==> src/rtl/cpu_ctrl_fsm.sv <==
// rtl/cpu_ctrl_fsm.sv - multi-cycle control sequencer for the RV32I core
//
// Sequences each instruction through fetch, decode, execute, optional data
// memory access and writeback/PC update. Illegal instructions, ecall/ebreak
// and bus timeouts divert to a one-cycle trap state; wfi parks in WAIT_IRQ.
//
// Ports:
//   clk, rst              core clock, asynchronous active-high reset
//   run                   start/continue, sampled at instruction boundaries
//   imem_ack, dmem_ack    memory handshakes
//   irq                   wake-up from wfi
//   opcode, rd            IR[6:2] and destination register
//   invalid_instruction   decoder illegal flag
//   alu_op, jmp_op, mem_op, csr_op, mechie_op   decoder one-hot/op vectors
//   br_taken              branch compare result
//   imem_req, ir_we, dec_en, alu_en, dmem_req, dmem_we, rf_we, pc_we
//                         datapath strobes and requests
//   pc_sel                0=PC+4, 1=target, 2=trap vector, 3=epc
//   trap, trap_cause      trap strobe and latched cause code
//   instret               retired-instruction counter
//   state                 current state for debug
module cpu_ctrl_fsm #(
    parameter int TIMEOUT = 16,
    parameter int CNT_W   = 5
) (
    input  logic        clk,
    input  logic        rst,
    input  logic        run,
    input  logic        imem_ack,
    input  logic        dmem_ack,
    input  logic        irq,
    input  logic [4:0]  opcode,
    input  logic [4:0]  rd,
    input  logic        invalid_instruction,
    input  logic [18:0] alu_op,
    input  logic [8:0]  jmp_op,
    input  logic [8:0]  mem_op,
    input  logic [5:0]  csr_op,
    input  logic [7:0]  mechie_op,
    input  logic        br_taken,
    output logic        imem_req,
    output logic        ir_we,
    output logic        dec_en,
    output logic        alu_en,
    output logic        dmem_req,
    output logic        dmem_we,
    output logic        rf_we,
    output logic        pc_we,
    output logic [1:0]  pc_sel,
    output logic        trap,
    output logic [3:0]  trap_cause,
    output logic [31:0] instret,
    output logic [2:0]  state
);

    typedef enum logic [2:0] {
        S_IDLE     = 3'd0,
        S_FETCH    = 3'd1,
        S_DECODE   = 3'd2,
        S_EXEC     = 3'd3,
        S_MEM      = 3'd4,
        S_WB       = 3'd5,
        S_TRAP     = 3'd6,
        S_WAIT_IRQ = 3'd7
    } state_t;

    localparam logic [3:0] CAUSE_IFETCH  = 4'd1;
    localparam logic [3:0] CAUSE_ILLEGAL = 4'd2;
    localparam logic [3:0] CAUSE_EBREAK  = 4'd3;
    localparam logic [3:0] CAUSE_LOAD    = 4'd5;
    localparam logic [3:0] CAUSE_STORE   = 4'd7;
    localparam logic [3:0] CAUSE_ECALL   = 4'd11;

    state_t            state_q, state_d;
    logic [CNT_W-1:0]  cnt_q, cnt_d;
    logic [3:0]        trap_cause_q, trap_cause_d;
    logic [31:0]       instret_q, instret_d;

    // The counter holds the number of cycles already waited, so the request
    // has been outstanding for TIMEOUT cycles when it reads TIMEOUT-1 and
    // the current cycle still has no ack.
    logic              cnt_hit;
    logic              is_store;
    logic              rd_writer;

    // Decoder fields the sequencer does not need to inspect.
    logic              unused_inputs;
    assign unused_inputs = ^{alu_op, jmp_op, mem_op[0], mechie_op[7:6], mechie_op[3]};

    assign cnt_hit  = (cnt_q == CNT_W'(TIMEOUT - 1));
    assign is_store = |mem_op[8:6];

    // Opcodes that produce a register result; SYSTEM only for CSR accesses.
    always_comb begin
        rd_writer = 1'b0;
        case (opcode)
            5'b00100, 5'b01100, 5'b01101, 5'b00101,
            5'b11011, 5'b11001, 5'b00000: rd_writer = 1'b1;
            5'b11100:                     rd_writer = |csr_op;
            default:                      rd_writer = 1'b0;
        endcase
    end

    always_comb begin
        state_d      = state_q;
        cnt_d        = cnt_q;
        trap_cause_d = trap_cause_q;
        instret_d    = instret_q;
        imem_req     = 1'b0;
        ir_we        = 1'b0;
        dec_en       = 1'b0;
        alu_en       = 1'b0;
        dmem_req     = 1'b0;
        dmem_we      = 1'b0;
        rf_we        = 1'b0;
        pc_we        = 1'b0;
        pc_sel       = 2'd0;
        trap         = 1'b0;

        case (state_q)
            S_IDLE: begin
                if (run) state_d = S_FETCH;
            end

            S_FETCH: begin
                imem_req = 1'b1;
                if (imem_ack) begin
                    ir_we   = 1'b1;
                    cnt_d   = '0;
                    state_d = S_DECODE;
                end else if (cnt_hit) begin
                    cnt_d        = '0;
                    trap_cause_d = CAUSE_IFETCH;
                    state_d      = S_TRAP;
                end else begin
                    cnt_d = cnt_q + 1'b1;
                end
            end

            S_DECODE: begin
                dec_en = 1'b1;
                if (invalid_instruction) begin
                    trap_cause_d = CAUSE_ILLEGAL;
                    state_d      = S_TRAP;
                end else if (mechie_op[1]) begin
                    trap_cause_d = CAUSE_ECALL;
                    state_d      = S_TRAP;
                end else if (mechie_op[0]) begin
                    trap_cause_d = CAUSE_EBREAK;
                    state_d      = S_TRAP;
                end else if (mechie_op[5]) begin
                    state_d = S_WAIT_IRQ;
                end else begin
                    state_d = S_EXEC;
                end
            end

            S_EXEC: begin
                alu_en  = 1'b1;
                state_d = (|mem_op[8:1]) ? S_MEM : S_WB;
            end

            S_MEM: begin
                dmem_req = 1'b1;
                dmem_we  = is_store;
                if (dmem_ack) begin
                    cnt_d = '0;
                    if (is_store) begin
                        // Stores have no writeback, so they retire here.
                        pc_we     = 1'b1;
                        instret_d = instret_q + 32'd1;
                        state_d   = run ? S_FETCH : S_IDLE;
                    end else begin
                        state_d = S_WB;
                    end
                end else if (cnt_hit) begin
                    cnt_d        = '0;
                    trap_cause_d = is_store ? CAUSE_STORE : CAUSE_LOAD;
                    state_d      = S_TRAP;
                end else begin
                    cnt_d = cnt_q + 1'b1;
                end
            end

            S_WB: begin
                pc_we     = 1'b1;
                instret_d = instret_q + 32'd1;
                rf_we     = rd_writer && (rd != 5'd0);
                if ((opcode == 5'b11011) || (opcode == 5'b11001) ||
                    ((opcode == 5'b11000) && br_taken)) begin
                    pc_sel = 2'd1;
                end else if (mechie_op[2] || mechie_op[4]) begin
                    pc_sel = 2'd3;
                end
                state_d = run ? S_FETCH : S_IDLE;
            end

            S_TRAP: begin
                trap    = 1'b1;
                pc_we   = 1'b1;
                pc_sel  = 2'd2;
                state_d = run ? S_FETCH : S_IDLE;
            end

            S_WAIT_IRQ: begin
                if (irq) begin
                    pc_we     = 1'b1;
                    instret_d = instret_q + 32'd1;
                    state_d   = S_FETCH;
                end
            end

            default: state_d = S_IDLE;
        endcase
    end

    always_ff @(posedge clk or posedge rst) begin
        if (rst) begin
            state_q      <= S_IDLE;
            cnt_q        <= '0;
            trap_cause_q <= 4'd0;
            instret_q    <= 32'd0;
        end else begin
            state_q      <= state_d;
            cnt_q        <= cnt_d;
            trap_cause_q <= trap_cause_d;
            instret_q    <= instret_d;
        end
    end

    assign trap_cause = trap_cause_q;
    assign instret    = instret_q;
    assign state      = state_q;

endmodule

==> config.mk <==
export PLATFORM = sky130hd
export DESIGN_NAME = cpu_ctrl_fsm
export DESIGN_NICKNAME = d
export VERILOG_FILES = /design/src/rtl/cpu_ctrl_fsm.sv
export SDC_FILE = /design/constraint.sdc
export NUM_CORES = 1
export LEC_CHECK = 0
export BUFFER_PORTS_ARGS = -buffer_cell sky130_fd_sc_hd__buf_4
export CORE_ASPECT_RATIO = 0.75
export CORE_MARGIN = 3
export CORE_UTILIZATION = 32
export CTS_CLUSTER_DIAMETER = 50
export CTS_CLUSTER_SIZE = 12
export DETAILED_ROUTE_END_ITERATION = 6
export HOLD_SLACK_MARGIN = 0.05
export SYNTH_ARGS = -nofsm -noshare
export SYNTH_HDL_FRONTEND = slang
export SYNTH_SLANG_ARGS = --single-unit
==> constraint.sdc <==
create_clock -name clk -period 2.5 [get_ports clk]
set_input_delay 0.125 -clock clk [delete_from_list [all_inputs] [get_ports clk]]
set_output_delay 0.125 -clock clk [all_outputs]
set_load 0.1 [all_outputs]
==> results.py, run 1 <==
metrics = {
    "timing": {
        "setup-violations-final": 0,
        "period_share_pct": 83.2,
        "tns_ns": 0,
        "hold_viol_final": 0,
        "worstMarginPinSlew_ns": 0.600,
        "finalCriticalPeriod_ns": 2.08,
        "timing.hold.ws_ns": 0.0839,
        "rsz0062_at_grt": "false",
        "slew_headroom_pct": 59.7,
        "max_freq_ghz": 0.481,
        "skew_ns": 0.00785,
        "final_max_slew_viol_count": 0,
    },
    "floorplanning": {
        "core_mm2": 0.00696,
        "io_pins": 119,
        "initial_core_util_pct": 33.8,
        "die_x_um": 105,
        "die_y_um": 80.3,
        "die_area_mm2": 0.00843,
        "placementRows": 26,
    },
    "drt": {
        "ant_nets": 0,
        "via_count": 2102,
        "drt-pass1-iter-count": 4,
        "first_iter_violations": 97,
        "wl_mm": 6.04,
        "via_per_inst": 4.81,
        "drcViolationCount": 0,
        "avgRoutedWirePerCell_um": 13.8,
    },
    "setup_path": {
        "path_cells": "ha_1, and4b_1, or3b_1, a21oi_1, a31o_2, mux2_2",
        "crit_fanout": 6,
        "slowest_delay_ns": 0.39,
        "critPathLaunchType": "register",
        "rr_startpoint": "cnt_q[0]",
        "setup.worst_path.class": "register to register",
        "cp-startpoint": "cnt_q[0]",
        "required_ns": 2.68,
        "arrival_ns": 2.26,
        "worst_setup_path_end_kind": "register",
        "r2r_cells": 6,
        "slowest_stage": "or3b_1",
    },
    "pwr": {
        "p_leak_nw": 1.56,
        "irDropWorstVdd_mv": 0.967,
        "power_w": 0.00374,
        "p_per_area_mw_per_mm2": 1120,
    },
    "yosys": {
        "synth_top_area_cell": "dfrtp_1",
        "synth_edf_count": 0,
        "yosys-top-cells-area": "dfrtp_1 47%, xnor2_1 9.3%, nand2_1 4.5%, nor2_1 3.0%, nand3_1 2.8%",
        "syn_nets": 312,
        "synth_top_area_share_pct": 46.8,
        "async_reset_ff_share_pct": 100,
        "ys.flop_type": "dfrtp_1",
        "ys_types": 46,
        "ys_warn_count": 0,
        "syn_inst": 241,
        "avgSynthCellArea_um2": 9.77,
        "ys_seq_area_share_pct": 46.8,
        "synth_seq_cells": 44,
        "synth_area_mm2": 0.00235,
    },
    "cts": {
        "tritoncts": "yes",
        "post_cts_buffers": 0,
        "cts_max_path_buffers": 2,
        "clock_latency_ns": 0.29,
        "numCtsBuffers": 5,
        "htreeDepth": 2,
        "cts_root_buf": "clkbuf_8",
        "cts_sinks": 44,
        "clkTransAtPathRegs_ns": 0.08,
    },
    "placed_design": {
        "dpl_cell_area_mm2": 0.00321,
        "gp_congestion": 0.767,
        "placedCellCount": 427,
        "place_hpwl_mm": 4.75,
        "io_buffer_count": 86,
    },
    "finish": {
        "diodes": 0,
        "drive_above_1_share_pct": 36.3,
        "multiInputGateArea_mm2": 0.00124,
        "fin_area_mm2": 0.00334,
        "area_growth_pct": 41.9,
        "finalNonFillerCells": 437,
        "nets": 409,
        "fillers": 680,
        "seqCellArea_mm2": 0.00111,
    },
    "run": {
        "maxCapViolCount": 0,
    },
    "grt": {
        "first_global_vias": 1961,
        "grt_overflow": 0,
        "antenna_found_initial": 0,
        "grt_use_total_pct": 14.4,
        "grt_pass1_wl_mm": 9.94,
        "grt_start_max_net_pins": 45,
    },
    "worst_hold_path": {
        "hold_depth": 3,
        "hp-start": "mechie_op[1]",
        "hold_path.class": "primary input to register",
    },
    "outcome": {
        "outcome": "finished clean",
    },
}
==> metrics by stage <==
| stage | util [%] | worst slack, ns |
|---|---|---|
| after floorplan | - | 0.00364 |
| after global placement | 46.1 | 0.428 |
| after detailed placement | 46.1 | 0.414 |
| after CTS | 48.0 | 0.424 |
| after global routing | 48.0 | 0.295 |
| final | 48.0 | 0.420 |
==> area by class of cell <==
| cell class | instances | share of cell area, % |
|---|---|---|
| sequential | 44 | 33.2 |
| clock inverter | 2 | 1.05 |
| timing repair buffer | 96 | 21.7 |
| clock buffer | 6 | 2.17 |
| inverter | 7 | 0.937 |
| multi-input combinational | 184 | 37.2 |
| tap | 98 | 3.67 |
==> where the power goes <==
group / internal [W] / switching [W]
clock: 0.000297 / 0.000232
sequential: 0.000837 / 0.000108
combinational: 0.000557 / 0.00171
total: 0.00169 / 0.00205
==> state kept, by name, summed over array words and instances (netlist names) <==
name	flops
instret	32
state	3
trap_cause	4
cnt_q	5
==> per-layer routing <==
metal  GRT usage [%]  share of wire (%)  wire, um  up-vias
met2            21.4                 43      2620       54
met3            3.29                5.1       310        2
li1                -                  -         -     1047
met1            21.6                 51      3100      999
met5               0                  0         0        -
met4            1.97               0.23        14        0
==> critical path, delay by kind of cell, from the launching register on <==
| family | cells | cell delay [ns] |
|---|---|---|
| AO/OA/AOI/OAI | 2 | 0.32 |
| AND/OR/NAND/NOR | 2 | 0.71 |
| multiplexers | 1 | 0.34 |
| adder cells (fa/ha/maj) | 1 | 0.23 |
| flip-flops | 1 | 0.38 |
==> repair_timing <==
| item | in CTS | in global routing |
|---|---|---|
| hold buffers | 2 | 0 |
| hold endpoints to repair | 45 | 0 |
| resized for setup | 0 | 0 |
==> synthesized netlist by cell type (2+ instances only) <==
cell type   n
nand2b_1    6
o21ai_0    10
nand3_1    13
nor2b_1     4
a21oi_1     7
nand4_1     9
mux2_2      2
buf_4       2
or4_1       2
dfrtp_1    44
xnor2_1    25
o22ai_1     3
clkbuf_1    3
nand2_1    28
a31oi_1     4
nor3_1      7
or3b_1      2
nor2_1     19
nand3b_1    2
xor2_1      7
ha_1        2
and4_1      2
and3_1      9
nor3_2      2
inv_1       6
==> placed cells by master, fill, tap and decap left out, drive strengths merged, types with 2 or more instances in the layout <==
master	instances
buf	94
dfrtp	44
nand2	28
xnor2	25
nor2	19
nand3	13
o21ai	10
and3	9
nand4	9
nor3	9
xor2	7
a21oi	7
nand2b	6
inv	6
clkbuf	6
nor2b	4
a31oi	4
o22ai	3
or3b	2
and4	2
or4	2
mux2	2
nand3b	2
ha	2
dlygate4sd3	2
a2bb2oi	2
clkinv	2
==> final timing paths <==
path                       slack (ns)             to
min in group asynchronous        0.53    instret[12]
hold reg to reg                  0.49       cnt_q[4]
setup / recovery                 0.42  trap_cause[1]
max in group asynchronous        1.54       state[2]
setup reg to reg                 0.42  trap_cause[1]
hold / removal                   0.08  trap_cause[3]
==> cells by family (layout without fill, tap and decap cells) <==
kind of cell / after synthesis / in the layout / synth area share (%)
xor gates and xnor gates: 32 / 32 / 11.9
muxes: 2 / 2 / 0.957
adders and majority gates: 2 / 2 / 1.06
buffers and inverters: 13 / 111 / 2.92
AOI/OAI and AO/OA: 37 / 37 / 10.9
and+or+nand+nor: 111 / 111 / 25.5
DFF: 44 / 44 / 46.8
(Power assumes the default switching activity.)
==> inputs of run 2 (changes only) <==
==> constraint.sdc (replaced) <==
create_clock -name clk -period 2.2 [get_ports clk]
set_input_delay 0.11 -clock clk [delete_from_list [all_inputs] [get_ports clk]]
set_output_delay 0.11 -clock clk [all_outputs]
set_load 0.1 [all_outputs]
==> results.py, run 2 (same netlist as run 1, synthesis figures left out) <==
metrics = {
    "timing": {
        "slew_headroom_pct": 53.8,
        "tns_ns": 0,
        "max_freq_ghz": 0.503,
        "period_share_pct": 90.4,
        "final_max_slew_viol_count": 0,
        "finalCriticalPeriod_ns": 1.99,
        "skew_ns": 0.0112,
        "setup-violations-final": 0,
        "rsz0062_at_grt": "false",
        "timing.hold.ws_ns": 0.0590,
        "hold_viol_final": 0,
        "worstMarginPinSlew_ns": 0.689,
    },
    "grt": {
        "first_global_vias": 2138,
        "grt_pass1_wl_mm": 10.7,
        "antenna_found_initial": 0,
        "grt_use_total_pct": 15.7,
        "grt_start_max_net_pins": 20,
        "grt_overflow": 0,
    },
    "pwr": {
        "power_w": 0.00431,
        "irDropWorstVdd_mv": 0.965,
        "p_leak_nw": 1.56,
        "p_per_area_mw_per_mm2": 1260,
    },
    "drt": {
        "avgRoutedWirePerCell_um": 14.6,
        "ant_nets": 0,
        "via_count": 2163,
        "first_iter_violations": 139,
        "drt-pass1-iter-count": 4,
        "drcViolationCount": 0,
        "via_per_inst": 4.90,
        "wl_mm": 6.45,
    },
    "worst_hold_path": {
        "hold_depth": 3,
        "min_to": "trap_cause[3]",
        "hold_path.class": "primary input to register",
        "hp-start": "mechie_op[1]",
    },
    "cts": {
        "clock_latency_ns": 0.30,
        "cts_max_path_buffers": 2,
        "cts_sinks": 44,
        "post_cts_resized": 0,
        "htreeDepth": 2,
        "tritoncts": "yes",
        "cts_hold_buf": 2,
        "post_cts_buffers": 0,
        "numCtsBuffers": 5,
        "cts_root_buf": "clkbuf_8",
        "clkTransAtPathRegs_ns": 0.08,
    },
    "floorplanning": {
        "initial_core_util_pct": 33.8,
        "core_mm2": 0.00696,
        "die_x_um": 105,
        "die_area_mm2": 0.00843,
        "placementRows": 26,
        "die_y_um": 80.3,
        "io_pins": 119,
    },
    "finish": {
        "fin_area_mm2": 0.00343,
        "final_cell_mix": "98 x buf_4, 27 x nand2_1, 26 x dfrtp_1, 25 x xnor2_1, 17 x dfrtp_2",
        "mostFrequentLayoutCell": "buf_4",
        "largest_register_ffs": 32,
        "area_growth_pct": 45.9,
        "drive_above_1_share_pct": 42.9,
        "diodes": 0,
        "fillers": 657,
        "nets": 413,
    },
    "placed_design": {
        "io_buffer_count": 86,
        "place_hpwl_mm": 5.00,
        "dpl_cell_area_mm2": 0.00331,
        "gp_congestion": 0.837,
    },
    "setup_path": {
        "setup.worst_path.class": "register to register",
        "crit_fanout": 4,
        "required_ns": 2.38,
        "critPathLaunchType": "register",
        "reg2reg_to": "trap_cause[1]",
        "slowest_delay_ns": 0.40,
        "slowest_stage": "dfrtp_1",
        "rr_startpoint": "cnt_q[0]",
        "r2r_cells": 6,
        "worst_setup_path_end_kind": "register",
        "critPathBufInv": 0,
        "path_cells": "ha_1, and4b_1, or3b_1, a21oi_1, a31o_2, mux2_2",
        "arrival_ns": 2.17,
        "r2r_setup_slack_ns": 0.21,
        "path_delay_family": "simple AND/OR/NAND/NOR gates",
    },
    "outcome": {
        "outcome": "finished clean",
    },
    "run": {
        "maxCapViolCount": 0,
    },
}
## run 2: cell count changes in the layout (fill, tap and decap cells not counted), sizes merged
cell and change:
buf +4
## run 2: report_power, final
group	switching [W]	internal (W)	leakage (nW)
logic	0.00197	0.000654	0.941
registers	0.000121	0.000956	0.561
clock network	0.000275	0.000337	0.0552
## run 2: worst max path at each step
stage	from	end	slack [ns]	cells past startpoint
floorplan	state[2]	instret[31]	-0.12	8
detailed placement	cnt_q[0]	trap_cause[1]	0.24	6
CTS	cnt_q[0]	trap_cause[1]	0.21	6
finish	cnt_q[0]	trap_cause[1]	0.21	6
global placement	state[0]	instret[11]	0.24	6
global route	state[0]	instret[25]	0.07	6
## run 2: cell type report
cell class	count	area (um^2)	share of cell area, %
flip-flops and latches	44	1130	32.8
clock inverters	2	35.0	1.02
inverters	7	38.8	1.13
clock buffers	6	72.6	2.11
multi-input cells	184	1280	37.4
repair buffers	100	756	22.0
well taps	98	123	3.57
## run 2: metrics by stage
stage | utilization, % | worst slack (ns) | std cells
4_1_cts | 49.3 | 0.209 | 441
3_3_place_gp | 47.5 | 0.237 | 431
2_1_floorplan | - | -0.117 | 241
6_report | 49.3 | 0.212 | 441
3_5_place_dp | 47.5 | 0.243 | 431
5_1_grt | 49.3 | 0.0681 | 441
## run 2: per-layer routing
layer	global-route usage (%)	up-vias	part of all wire, %
met3	3.69	7	4.2
met1	22.8	1059	50
met2	23.6	45	45
met4	3.28	0	1.1
met5	0	-	0
li1	-	1052	-
## run 2: worst min-delay path, cell delays in order
cell	delay [ns]
buf_4	0.08
nand3b_1	0.06
o21ai_0	0.07
